==> src/rtl/mdu.sv <==
// rtl/mdu.sv - iterative multiply/divide unit with HI/LO result registers
// Shift-add multiply and restoring divide share one 2*WIDTH accumulator.
module mdu #(
  parameter int WIDTH = 32
) (
  input  logic             clk,
  input  logic             clr,
  input  logic             start,
  input  logic [1:0]       op,
  input  logic [WIDTH-1:0] a,
  input  logic [WIDTH-1:0] b,
  input  logic             flush,
  input  logic             hi_wr,
  input  logic             lo_wr,
  input  logic [WIDTH-1:0] wdata,
  output logic             busy,
  output logic             done,
  output logic [WIDTH-1:0] hi,
  output logic [WIDTH-1:0] lo
);

  localparam int CW = $clog2(WIDTH) + 1;

  typedef enum logic [1:0] {S_IDLE, S_RUN, S_FIX} state_t;

  state_t             state_q, state_d;
  logic [CW-1:0]      cnt_q, cnt_d;
  logic [2*WIDTH-1:0] acc_q, acc_d;
  logic [WIDTH-1:0]   dvs_q, dvs_d;
  logic [WIDTH-1:0]   a_raw_q, a_raw_d;
  logic               neg_q_q, neg_q_d;
  logic               neg_r_q, neg_r_d;
  logic               is_div_q, is_div_d;
  logic               dz_q, dz_d;
  logic [WIDTH-1:0]   hi_q, hi_d;
  logic [WIDTH-1:0]   lo_q, lo_d;
  logic               busy_q, busy_d;
  logic               done_q, done_d;

  logic [WIDTH-1:0]   a_abs, b_abs;
  logic [WIDTH:0]     mul_sum;
  logic [WIDTH:0]     part, trial;
  logic [2*WIDTH-1:0] mul_next, div_next, prod;
  logic [WIDTH-1:0]   quot, rem;

  always_comb begin
    a_abs = (op[0] & a[WIDTH-1]) ? (WIDTH'(0) - a) : a;
    b_abs = (op[0] & b[WIDTH-1]) ? (WIDTH'(0) - b) : b;

    // Multiply: low half holds the remaining multiplier bits, high half the running sum.
    mul_sum  = {1'b0, acc_q[2*WIDTH-1:WIDTH]} + (acc_q[0] ? {1'b0, dvs_q} : {(WIDTH+1){1'b0}});
    mul_next = {mul_sum, acc_q[WIDTH-1:1]};

    // Divide: high half is the remainder, low half shifts dividend out and quotient in.
    part  = {acc_q[2*WIDTH-1:WIDTH], acc_q[WIDTH-1]};
    trial = part - {1'b0, dvs_q};
    if (!trial[WIDTH]) div_next = {trial[WIDTH-1:0], acc_q[WIDTH-2:0], 1'b1};
    else               div_next = {part[WIDTH-1:0], acc_q[WIDTH-2:0], 1'b0};

    prod = neg_q_q ? ((2*WIDTH)'(0) - acc_q) : acc_q;
    quot = neg_q_q ? (WIDTH'(0) - acc_q[WIDTH-1:0]) : acc_q[WIDTH-1:0];
    rem  = neg_r_q ? (WIDTH'(0) - acc_q[2*WIDTH-1:WIDTH]) : acc_q[2*WIDTH-1:WIDTH];
  end

  always_comb begin
    state_d  = state_q;
    cnt_d    = cnt_q;
    acc_d    = acc_q;
    dvs_d    = dvs_q;
    a_raw_d  = a_raw_q;
    neg_q_d  = neg_q_q;
    neg_r_d  = neg_r_q;
    is_div_d = is_div_q;
    dz_d     = dz_q;
    hi_d     = hi_q;
    lo_d     = lo_q;
    done_d   = 1'b0;

    case (state_q)
      S_IDLE: begin
        if (hi_wr) hi_d = wdata;
        if (lo_wr) lo_d = wdata;
        if (start && !flush) begin
          state_d  = S_RUN;
          cnt_d    = '0;
          acc_d    = {{WIDTH{1'b0}}, a_abs};
          dvs_d    = b_abs;
          a_raw_d  = a;
          neg_q_d  = op[0] & (a[WIDTH-1] ^ b[WIDTH-1]);
          neg_r_d  = op[0] & a[WIDTH-1];
          is_div_d = op[1];
          dz_d     = (b == '0);
        end
      end
      S_RUN: begin
        acc_d = is_div_q ? div_next : mul_next;
        cnt_d = cnt_q + CW'(1);
        if (cnt_q == CW'(WIDTH - 1)) state_d = S_FIX;
      end
      S_FIX: begin
        state_d = S_IDLE;
        done_d  = 1'b1;
        if (!is_div_q) begin
          {hi_d, lo_d} = prod;
        end else if (dz_q) begin
          hi_d = a_raw_q;
          lo_d = {WIDTH{1'b1}};
        end else begin
          hi_d = rem;
          lo_d = quot;
        end
      end
      default: state_d = S_IDLE;
    endcase

    if (flush && state_q != S_IDLE) begin
      state_d = S_IDLE;
      cnt_d   = '0;
      hi_d    = hi_q;
      lo_d    = lo_q;
      done_d  = 1'b0;
    end

    busy_d = (state_d != S_IDLE);
  end

  always_ff @(posedge clk) begin
    if (clr) begin
      state_q  <= S_IDLE;
      cnt_q    <= '0;
      acc_q    <= '0;
      dvs_q    <= '0;
      a_raw_q  <= '0;
      neg_q_q  <= 1'b0;
      neg_r_q  <= 1'b0;
      is_div_q <= 1'b0;
      dz_q     <= 1'b0;
      hi_q     <= '0;
      lo_q     <= '0;
      busy_q   <= 1'b0;
      done_q   <= 1'b0;
    end else begin
      state_q  <= state_d;
      cnt_q    <= cnt_d;
      acc_q    <= acc_d;
      dvs_q    <= dvs_d;
      a_raw_q  <= a_raw_d;
      neg_q_q  <= neg_q_d;
      neg_r_q  <= neg_r_d;
      is_div_q <= is_div_d;
      dz_q     <= dz_d;
      hi_q     <= hi_d;
      lo_q     <= lo_d;
      busy_q   <= busy_d;
      done_q   <= done_d;
    end
  end

  assign busy = busy_q;
  assign done = done_q;
  assign hi   = hi_q;
  assign lo   = lo_q;

endmodule

==> config.mk <==
export PLATFORM = sky130hd
export DESIGN_NAME = mdu
export DESIGN_NICKNAME = d
export VERILOG_FILES = /design/src/rtl/mdu.sv
export SDC_FILE = /design/constraint.sdc
export NUM_CORES = 1
export LEC_CHECK = 0
export CORE_ASPECT_RATIO = 1.75
export CORE_MARGIN = 4
export CORE_UTILIZATION = 40
export DETAILED_ROUTE_END_ITERATION = 10
export SETUP_SLACK_MARGIN = 0.1
export SYNTH_ARGS = -nofsm -noshare
export SYNTH_HDL_FRONTEND = slang
export SYNTH_SLANG_ARGS = --single-unit
==> constraint.sdc <==
create_clock -name clk -period 4 [get_ports clk]
set_input_delay 1 -clock clk [delete_from_list [all_inputs] [get_ports clk]]
set_output_delay 1 -clock clk [all_outputs]
set_load 0.05 [all_outputs]
### Word level (Yosys, flattened, before mapping)

Cells that the tools add are included.

* memories kept: 0
* bits of input ports: 104
* word-level logic and storage cells: 71
* memory bits (writable): 0
* latch bits: 0
* output and inout port bits: 66
* bits in read-only memories: 0
* flip-flop bits (word level): 206

* equality and inequality tests: 6
* order comparisons: 0
* add/subtract/negate cells: 8
* reduce and logical (&&, ||, !) cells: 14
* divide/modulo/power cells: 0
* muxes and demuxes: 25
* $mul: 0
* shifts and indexed selects: 0
* bitwise gates (word level): 5

Operators by type and width (number)
* 32-bit 2-to-1 mux: 11
* 64-bit 2-to-1 mux: 4
* 32-bit one-hot mux with 2 select lines: 2
* 64-bit one-hot mux with 2 select lines: 1
* 1-bit by 32-bit subtractor with 32-bit output, first input constant: 4
* 1-bit by 64-bit subtractor with 64-bit output, first input constant: 1
* 32-bit by 32-bit adder with 33-bit output: 1
* 33-bit by 32-bit subtractor with 33-bit output: 1
* 32-bit logical NOT: 1
* 6-bit one-hot mux with 2 select lines: 1
* 2-bit nonzero test: 4
* 6-bit by 1-bit adder with 6-bit output, second input constant: 1
* 6-bit by 5-bit == test with 1-bit output, second input constant: 1
* 2-bit 2-to-1 mux: 3
* 6-bit 2-to-1 mux: 1
* 2-bit inequality test, second input constant: 3
* 3-bit AND reduction: 2
* 2-bit one-hot mux with 2 select lines: 1
* 2-bit AND reduction: 2
* 1-bit bitwise AND: 3
* 2-bit by 1-bit == test with 1-bit output, second input constant: 1
* 2-bit == test, second input constant: 1
* 1-bit logical AND: 2
* 2-bit logical NOT: 1
* other kinds (5): 5

### Longest topological paths before layout

* depth after elaboration: 6
* gate-level depth with buffers: 14
* gate-level depth less buffers: 13

### Least setup slack after synthesis

OpenSTA, ideal clock, no wires.

* path kind: flip-flop to flip-flop
* start point: reg acc_q[32]
* end point: reg hi_q[26], in the netlist hi[26]
* buffers on the path: 3
* stages on the path, launching flop included: 15
* slack: 0.353 ns
* clock period less this slack: 3.647 ns
* arrival: 3.510 ns
* cells stage by stage: dfxtp_1 > clkbuf_1 > inv_1 > ha_1 > or3b_2 > or4b_1 > clkbuf_1 > or3_1 > buf_2 > or4_1 > and2_1 > xnor2_1 > a21oi_1 > a221oi_1 > a211oi_1

* word-level cells in the longest chain between the ends: 5
* elaborated cells on any way between the ends: 7
* classes of those cells: add/sub (2); mux (5)

RTL lines
* start, declared: RTL line 28 `logic [2*WIDTH-1:0] acc_q, acc_d;`
* start signal, assigned: RTL line 131 `acc_q <= '0;`
* start signal, assigned: RTL line 145 `acc_q <= acc_d;`
* 1-bit by 32-bit subtractor with 32-bit output: RTL line 62 `rem = neg_r_q ? (WIDTH'(0) - acc_q[2*WIDTH-1:WIDTH]) : acc_q[2*WIDTH-1:WIDTH];`
* 32-bit 2-to-1 mux: RTL line 62
* 32-bit 2-to-1 mux: RTL line 105 `end else if (dz_q) begin`
* 32-bit 2-to-1 mux (*): RTL line 103 `if (!is_div_q) begin`
* 32-bit one-hot mux with 2 select lines (*): RTL line 79 `case (state_q)`
* end signal, assigned: RTL line 152 `hi_q <= hi_d;`
* end, declared: RTL line 35 `logic [WIDTH-1:0] hi_q, hi_d;`

Every way passes the cells marked *; elsewhere a longest branch is shown, timed or not.
A chain may end at the register's enable or synchronous reset.

### Final worst setup path

* start point: reg acc_q[14]
* end point: reg hi_q[21], in the netlist hi[21]

* word-level cells in the longest chain between the ends: 4

RTL lines
* 1-bit by 64-bit subtractor with 64-bit output: RTL line 60 `prod = neg_q_q ? ((2*WIDTH)'(0) - acc_q) : acc_q;`
* 64-bit 2-to-1 mux: RTL line 60
* 32-bit 2-to-1 mux: RTL line 103
* 32-bit one-hot mux with 2 select lines: RTL line 79

Every way passes these cells.

==> metrics.txt <==
first-pass GRT wire length 103 mm; cell family contributing the most delay on the critical path simple AND/OR/NAND/NOR gates; Max Clock Freq 0.262 GHz; WP data arrival 4210 ps; CP Launch Type flip-flop; synthesized area per cell 7.36 µm²; CP max FO 8; number of distinct library cells after synthesis 76; pin count of the biggest net entering global routing 71; Sw Ratio 34.5%; Inserted Clock Buffers 23; Post-CTS Setup Bufs 0; PortBufs 169; relative slew slack 16.5%; Cell Area, Placed 18700 µm²; Synth async-reset ratio 0%; NumNets Final 2500; Internal Dissipation 4.25 mW; initial core utilization 40.4%; Final min period 3810 ps; top_reg_cell synth dfxtp_1; LEAKAGE 7.45 nW; Sw Pwr 2.24 mW; Synth Instances 2199; Final Hold Fails 0; DP HPWL 54.4 mm; total grt overflow 0; Total Routing Usage GR 30.3%; worst vdd ir 0.285 mV; clock share of power 35.7%; cell area after synthesis 16200 µm²; slew at the pin closest to its max-slew limit 1250 ps; CP max-delay cell or4_4; chip height 274 µm; Req. time, crit path 4400 ps; ant diodes 0; CP Buf/Inv Count 0; clk root buf clkbuf_16; combinational group share of total power 28.6%; RSZ-0062 raised after global routing no; EDFF count, synth 0; Setup crit end kind flip-flop; commonest cells after routing, fill and taps aside 235 x nand2_1, 223 x a21oi_1, 215 x nor2_1; via/cell ratio 6.13; Longest Clk Path Bufs 3; vias in the first global route 17037; 1st-pass router iterations 6; Slew Viols, Final 0; commonest non-fill, non-tap cell in the layout nand2_1; DR WL/cell 24.4 µm; core box area 40100 µm²; Top-Level Pins 170; synthesized flop and latch total 206; initial drt markers 1153; number of max-cap violations 0; H-tree Lvls 1; via count 17385; WS Path Type flip-flop to flip-flop; setup TNS 0 ps; Hold Path Class flip-flop to flip-flop; status complete, no violations; pwr dens 333 nW/µm²; DRC errors left 0; CTS tree yes; layout cell share with drive strength beyond 1 8.29%; CTS clock-pin slew for the worst setup and hold paths 70 ps; period utilization 95.4%; worst-skew pair later-pin latency 530 ps; antenna violations before repair 0; final setup vio count 0; fin area 19500 µm²; die area 43900 µm²; crit path cell chain or4_4, or3_4, or4_4, or3_1, o31ai_1, xor2_1, a211oi_1, a21oi_1, nor2_1; Ys Warns 0; sequential share of the synthesized area 25.5%; x dimension of the die 160 µm; R2R setup slack 190 ps; crit-path most repeated cell or4_4; Routed Antenna Nets 0; sequential power share 35.6%; row count 97; Slowest Stage Delay on Critical Path 590 ps; Routability Congestion 1.01; Routed WL 69.1 mm; area grow syn2layout 20.6%; Mapped Nets 2374; clk_skew 10.2 ps; CTS sink count 206
## logic make-up (layout without fill, tap and decap cells)
family          Yosys count  in the layout  synth area share (%)
flops                   206            206                  25.5
compound gates          713            713                  28.2
mux                      69             69                  4.29
simple gates            720            720                  20.9
buf+inv                 239            381                  5.70
xor+xnor                181            181                  9.80
fa+ha+maj                71             71                  5.58
## power by group through the flow
stage | clock, mW | combinational, mW | sequential [mW]
2_1_floorplan | 0 | 0.993 | 2.45
3_3_place_gp | 0 | 1.82 | 2.36
3_5_place_dp | 0 | 1.83 | 2.36
4_1_cts | 2.35 | 1.84 | 2.31
5_1_grt | 2.43 | 1.99 | 2.33
6_report | 2.32 | 1.86 | 2.32
## cell usage after synthesis (48+ instances only)
| cell type | count | area share [%] |
|---|---|---|
| inv_1 | 62 | 1.4 |
| a211oi_1 | 78 | 3.6 |
| ha_1 | 69 | 5.3 |
| nor2_1 | 215 | 5.0 |
| nand2_1 | 235 | 5.5 |
| o21ai_0 | 148 | 4.6 |
| clkbuf_1 | 153 | 3.5 |
| a21oi_1 | 224 | 6.9 |
| xnor2_1 | 102 | 5.5 |
| dfxtp_1 | 206 | 25 |
| nor3_1 | 48 | 1.5 |
| mux2i_1 | 66 | 4.1 |
| xor2_1 | 79 | 4.3 |
## path summary, 6_finish.rpt
| path | start | endpoint | cells past startpoint |
|---|---|---|---|
| max | acc_q[14] | hi[21] | 9 |
| min reg2reg | dvs_q[31] | dvs_q[31] | 2 |
| min | dvs_q[31] | dvs_q[31] | 2 |
| max reg2reg | acc_q[14] | hi[21] | 9 |
## final cells by class
type                            instances  area [µm²]
Fill cell                            4087       20500
Multi-Input combinational cell       1754       11200
Clock inverter                         12         175
Inverter                               63         236
Timing Repair Buffer                  277        2520
Clock buffer                           29         628
Tap cell                              495         619
Sequential cell                       206        4130
## registers in the layout (all words and copies together) (netlist names)
name / cells
hi: 32
a_raw_q: 32
done: 1
is_div_q: 1
dvs_q: 32
cnt_q: 6
state_q: 2
neg_r_q: 1
busy: 1
acc_q: 64
neg_q_q: 1
dz_q: 1
lo: 32
## what timing repair did
action,CTS,global route
hold buffers,0,0
endpoints found under the setup margin,0,4
resized for setup,0,4
## layer usage
layer | vias up | share of wire, % | global-route usage (%) | wire length [µm]
li1 | 8225 | - | - | -
met3 | 232 | 4.8 | 3.38 | 3310
met4 | 0 | 11 | 27.7 | 7640
met1 | 8281 | 33 | 29.9 | 23000
met5 | - | 0 | 0 | 0
met2 | 647 | 51 | 55.0 | 35200
## stage by stage
stage                     util, %  hold WS (ps)  power (mW)  worst slack, ps  cells
after global routing         48.7           482        6.75              115   2836
after CTS                    48.7           459        6.51              287   2836
after global placement       46.7           442        4.18              137   2795
after floorplan                 -           432        3.45              353   2199
after detailed placement     46.7           450        4.19             76.5   2795
final                        48.7           457        6.50              186   2836
## worst register-to-register path, cell delays in order, from the launching register on
cell and delay, ps:
dfxtp_1 390, or4_4 570, or3_4 390, or4_4 590, or3_1 440, o31ai_1 310
xor2_1 580, a211oi_1 180, a21oi_1 180, nor2_1 50
No activity file was read; power rests on OpenSTA's default activity.
